### config.mk
export PLATFORM = sky130hd
export DESIGN_NAME = regfile_scoreboard
export DESIGN_NICKNAME = d
export VERILOG_FILES = /design/src/rtl/regfile_scoreboard.sv
export SDC_FILE = /design/constraint.sdc
export NUM_CORES = 1
export LEC_CHECK = 0
export CORE_AREA = 2 2 465 328
export DETAILED_ROUTE_END_ITERATION = 16
export DIE_AREA = 0 0 467 330
export GPL_TIMING_DRIVEN = 0
export SYNTH_ARGS = -nofsm -noshare
export SYNTH_HDL_FRONTEND = slang
export SYNTH_SLANG_ARGS = --single-unit
export TNS_END_PERCENT = 10
### constraint.sdc
create_clock -name CLK -period 9.9 [get_ports CLK]
set_clock_uncertainty 0.05 [all_clocks]
set_input_delay 1.98 -clock CLK [delete_from_list [all_inputs] [get_ports CLK]]
set_output_delay 1.98 -clock CLK [all_outputs]
set_load 0.005 [all_outputs]
### src/rtl/regfile_scoreboard.sv
// Integer register file with bypass, hardwired x0, issue busy scoreboard
// and a sequential clear of every register after reset.
module regfile_scoreboard #(
   parameter int XLEN   = 32,
   parameter int NREG   = 32,
   parameter int AW     = $clog2(NREG),
   parameter bit BYPASS = 1'b1
) (
   input  logic            CLK,
   input  logic            rstControl,
   input  logic [AW-1:0]   rs,
   input  logic [AW-1:0]   rt,
   output logic [XLEN-1:0] A,
   output logic [XLEN-1:0] B,
   input  logic            WE,
   input  logic [AW-1:0]   rd,
   input  logic [XLEN-1:0] writeBack,
   input  logic            issue_valid,
   input  logic [AW-1:0]   issue_rs,
   input  logic [AW-1:0]   issue_rt,
   input  logic [AW-1:0]   issue_rd,
   output logic            issue_ready,
   input  logic            flush,
   output logic [NREG-1:0] busy_vec,
   output logic            init_done
);

   typedef enum logic {S_INIT, S_RUN} state_t;

   state_t          r_state, w_state_nxt;
   logic [AW-1:0]   r_idx, w_idx_nxt;
   logic            r_init_done, w_init_done_nxt;
   logic [XLEN-1:0] r_regs [NREG];
   logic [NREG-1:0] r_busy, w_busy_nxt, w_busy_eff;
   logic            w_run, w_wr, w_accept;

   assign w_run    = (r_state == S_RUN);
   assign w_wr     = w_run && WE && (rd != '0);
   assign w_accept = issue_valid && issue_ready && (issue_rd != '0);

   // state, clear index and init_done registers
   always_ff @(posedge CLK) begin
      if (rstControl) begin
         r_state     <= S_INIT;
         r_idx       <= '0;
         r_init_done <= 1'b0;
      end else begin
         r_state     <= w_state_nxt;
         r_idx       <= w_idx_nxt;
         r_init_done <= w_init_done_nxt;
      end
   end

   // walk the clear index through every register, then run
   always_comb begin
      w_state_nxt     = r_state;
      w_idx_nxt       = r_idx;
      w_init_done_nxt = r_init_done;
      if (r_state == S_INIT) begin
         w_idx_nxt = r_idx + 1'b1;
         if (r_idx == AW'(NREG - 1)) begin
            w_state_nxt     = S_RUN;
            w_init_done_nxt = 1'b1;
         end
      end
   end

   // storage: zeroed one entry per cycle in INIT, written back in RUN
   always_ff @(posedge CLK) begin
      if (!rstControl) begin
         if (r_state == S_INIT) begin
            r_regs[r_idx] <= '0;
         end else if (w_wr) begin
            r_regs[rd] <= writeBack;
         end
      end
   end

   // read port A with optional same-cycle forwarding
   always_comb begin
      A = '0;
      if (w_run && (rs != '0)) begin
         if (BYPASS && WE && (rd == rs)) A = writeBack;
         else                            A = r_regs[rs];
      end
   end

   // read port B with optional same-cycle forwarding
   always_comb begin
      B = '0;
      if (w_run && (rt != '0)) begin
         if (BYPASS && WE && (rd == rt)) B = writeBack;
         else                            B = r_regs[rt];
      end
   end

   // busy bits as seen by issue, with this cycle's writeback released
   always_comb begin
      w_busy_eff = r_busy;
      for (int i = 1; i < NREG; i++) begin
         if (WE && (rd == AW'(i))) w_busy_eff[i] = 1'b0;
      end
      w_busy_eff[0] = 1'b0;
   end

   assign issue_ready = w_run && !flush
                        && !w_busy_eff[issue_rs]
                        && !w_busy_eff[issue_rt]
                        && !w_busy_eff[issue_rd];

   // scoreboard update: flush, then issue set over writeback clear
   always_comb begin
      w_busy_nxt = r_busy;
      if (w_run) begin
         if (flush) begin
            w_busy_nxt = '0;
         end else begin
            if (w_wr)     w_busy_nxt[rd]       = 1'b0;
            if (w_accept) w_busy_nxt[issue_rd] = 1'b1;
         end
      end
      w_busy_nxt[0] = 1'b0;
   end

   // scoreboard register
   always_ff @(posedge CLK) begin
      if (rstControl) r_busy <= '0;
      else            r_busy <= w_busy_nxt;
   end

   assign busy_vec  = r_busy;
   assign init_done = r_init_done;

endmodule
==> flow_metrics.py <==
metrics = {
    "clocking": {
        "numCtsBuffers": 103,
        "cts_resized": 0,
        "cts_hold_buf": 0,
        "root_buffer": "clkbuf_16",
        "htree_levels": 3,
        "clkLatencyLatePin_ns": 0.75,
        "clk_path_buf_depth": 3,
        "cts_tree": "done",
        "clk_pin_slew_ns": 0.07,
        "postCtsSetupBuffers": 0,
        "cts_sinks": 1062,
    },
    "route": {
        "vias": 35536,
        "drc": 0,
        "first_pass_iters": 7,
        "ant_nets": 0,
        "finalWirelength_um": 200000,
        "viasPerCell": 6.45,
        "drtIter0Drc": 5821,
        "routedWlPerCell_um": 36.2,
    },
    "logic_synthesis": {
        "yosysSeqAreaShare": 0.605,
        "synth_compound_area_frac": 0.0731,
        "syn_nets": 3202,
        "netlist_top_cells_area": "edfxtp_1 (59%), mux4_2 (19%), mux2i_1 (4.6%)",
        "synthDistinctLibCells": 65,
        "synth_top_family_by_area": "multiplexers",
        "synth_xor_area_frac": 0.00303,
        "synth_top_area_share": 0.590,
        "avgSynthCellArea_um2": 16.6,
        "synth_area_um2": 52100,
        "synthSimpleGateAreaFrac": 0.0405,
        "synth_edf_count": 1024,
        "synth_top_area_cell": "edfxtp_1",
        "yosysWarnings": 0,
        "synth_top_flop_cell": "edfxtp_1",
        "synth_most_common_cell": "edfxtp_1",
        "synth_seq_cells": 1062,
        "synth_mux_area_frac": 0.255,
        "synth_commonest_cells": "edfxtp_1 (1024), mux4_2 (449), mux2i_1 (241), nor2_1 (172), clkbuf_1 (156)",
        "synth_cells": 3133,
        "async_reset_ff_frac": 0,
        "yosys.area_share.adder": 0.000480,
    },
    "die": {
        "io_pins": 165,
        "initial_core_util": 0.348,
        "rows": 119,
        "die_width_um": 467,
        "dieArea_um2": 154000,
        "core-area_um2": 150000,
        "fp.dieH_um": 330,
    },
    "setup_path": {
        "end_kind": "primary output",
        "cp-startpoint": "rd[3]",
        "slowest_stage": "nand3_1",
        "slowest_delay_ns": 0.87,
        "crit_arrival_ns": 6.58,
        "cpLargestDelayFamily": "buffers and inverters",
        "worstPathRequired_ns": 7.87,
        "cp-start-kind": "primary input",
        "cp_cell_sequence": "clkdlybuf4s50_1 -> buf_4 -> clkbuf_1 -> xor2_1 -> nor4_1 -> nand3_1 -> clkbuf_1 -> a211oi_1 -> clkdlybuf4s50_1",
        "worst-path-max-fanout": 10,
        "critPathKind": "in2out",
        "reg2reg_from": "r_state",
        "worst-path-buf-inv": 5,
    },
    "sta": {
        "final_max_slew_viol_count": 33,
        "timing.fmax_mhz": 116,
        "rsz0062_at_grt": "no",
        "fin_crit_sh": 0.869,
        "worst_slew_pin_slew_ns": 1.53,
        "period_minus_slack_ns": 8.61,
        "finalSetupViolations": 0,
        "relSlewSlack": -0.0189,
        "whs_ns": 0.486,
        "setup_ws_ns": 1.29,
        "hold_violations": 0,
        "tns_ns": 0,
    },
    "placement": {
        "gp_congestion": 0.962,
        "io_buffers": 152,
        "pre_cts_ws_ns": 1.42,
        "dp_hpwl_um": 142000,
    },
    "flow_run": {
        "cap_violations": 3,
    },
    "final_layout": {
        "synthToLayoutAreaGrowth_pct": 16.0,
        "post-route-util": 0.404,
        "final_nets": 3497,
        "drive_above_1_share": 0.239,
    },
    "grt": {
        "grt_pass1_vias": 33216,
        "grt_pass1_wl_um": 271000,
        "grt_overflow": 0,
        "antenna_found_initial": 13,
        "grt_max_degree": 33,
        "grt_usage": 0.255,
    },
    "pwr": {
        "p_per_area_nw_per_um2": 161,
        "cellLeakagePower_nw": 17.2,
        "peakVddDrop_mv": 0.157,
    },
    "run_status": {
        "outcome": "finished with violations",
        "violations": "capacitance limit, slew limit",
    },
    "hold_path": {
        "hp-start": "busy_vec[29]",
        "hold_path_class": "reg2reg",
    },
}
-- metal layers --
| metal | share of wire | track usage | vias to the layer above |
|---|---|---|---|
| li1 | - | - | 13741 |
| met3 | 0.14 | 0.0924 | 372 |
| met2 | 0.41 | 0.349 | 2697 |
| met5 | 0.000065 | 0 | - |
| met1 | 0.41 | 0.373 | 18724 |
| met4 | 0.035 | 0.0860 | 2 |
-- logic make-up after synthesis --
logic type      after synthesis
compound gates              595
xor+xnor                     18
fa+ha+maj                     2
buf+inv                     271
flops                      1062
mux                         759
other cells                   1
simple gates                425
-- cells in the final DEF, fill, tap and decap left out, types with 11 or more instances in the layout --
cell type and instances:
edfxtp_1 1024, mux4_2 449, mux2i_1 241, clkbuf_1 173, o21ai_0 154, clkdlybuf4s50_1 152
nor2_1 140, a21oi_1 121, clkbuf_16 104, buf_2 93, o211ai_1 75, nand2_1 72
mux2_2 69, a22oi_1 66, a221oi_1 64, nand4_1 41, dfxtp_1 38, a211oi_1 37
and2_1 36, nor2_4 32, o21ai_1 31, buf_12 29, clkinv_1 26, nor2b_1 21
nand2b_1 15, nand3b_1 14, xor2_1 12, clkinv_2 12, diode_2 11, a31oi_1 11
nor3_1 11
-- flip-flops by register name, summed over array words and instances (netlist names) --
register and flops:
r_regs 1024, r_idx 5, init_done 1, r_state 1
busy_vec 31
-- per-stage QoR --
step | instance area [um^2] | std cells | power, W
floorplan | 52100 | 3133 | 0.00547
global placement | 56100 | 5281 | 0.00581
finish | 60400 | 5510 | 0.00973
CTS | 60400 | 5499 | 0.00969
global route | 60400 | 5501 | 0.00990
detailed placement | 57200 | 5319 | 0.00583
-- where the power goes --
| part | internal (W) | leakage [nW] | switching, W | total, W |
|---|---|---|---|---|
| clock network | 0.00218 | 1.57 | 0.00179 | 0.00397 |
| registers | 0.00488 | 8.40 | 0.0000146 | 0.00490 |
| logic | 0.000304 | 7.26 | 0.000562 | 0.000866 |
| total | 0.00736 | 17.2 | 0.00237 | 0.00973 |
-- worst register-to-register path, stage by stage (launching register included) --
cell and delay, ns:
dfxtp_1 0.42, nand2_1 0.19, a211oi_2 0.75, clkbuf_1 0.85
clkbuf_1 1.03, and2_1 1.08
-- layout make-up --
class                      count  area (um^2)
fill                       13453        89200
sequential                  1062        31500
multi-input combinational   1800        19700
clock buffer                 123         2670
tap                         1996         2500
timing repair buffer         190         2300
buffer                       266         1160
clock inverter                57          552
antenna                       11         27.5
inverter                       5         18.8
-- final timing paths --
check                  end  slack [ns]  cells past startpoint
max                  A[14]        1.29                      9
min           busy_vec[29]        0.49                      2
max reg2reg  r_regs[3][20]        5.14                      5
min reg2reg   busy_vec[29]        0.49                      2
No activity file was read; power rests on OpenSTA's default activity.
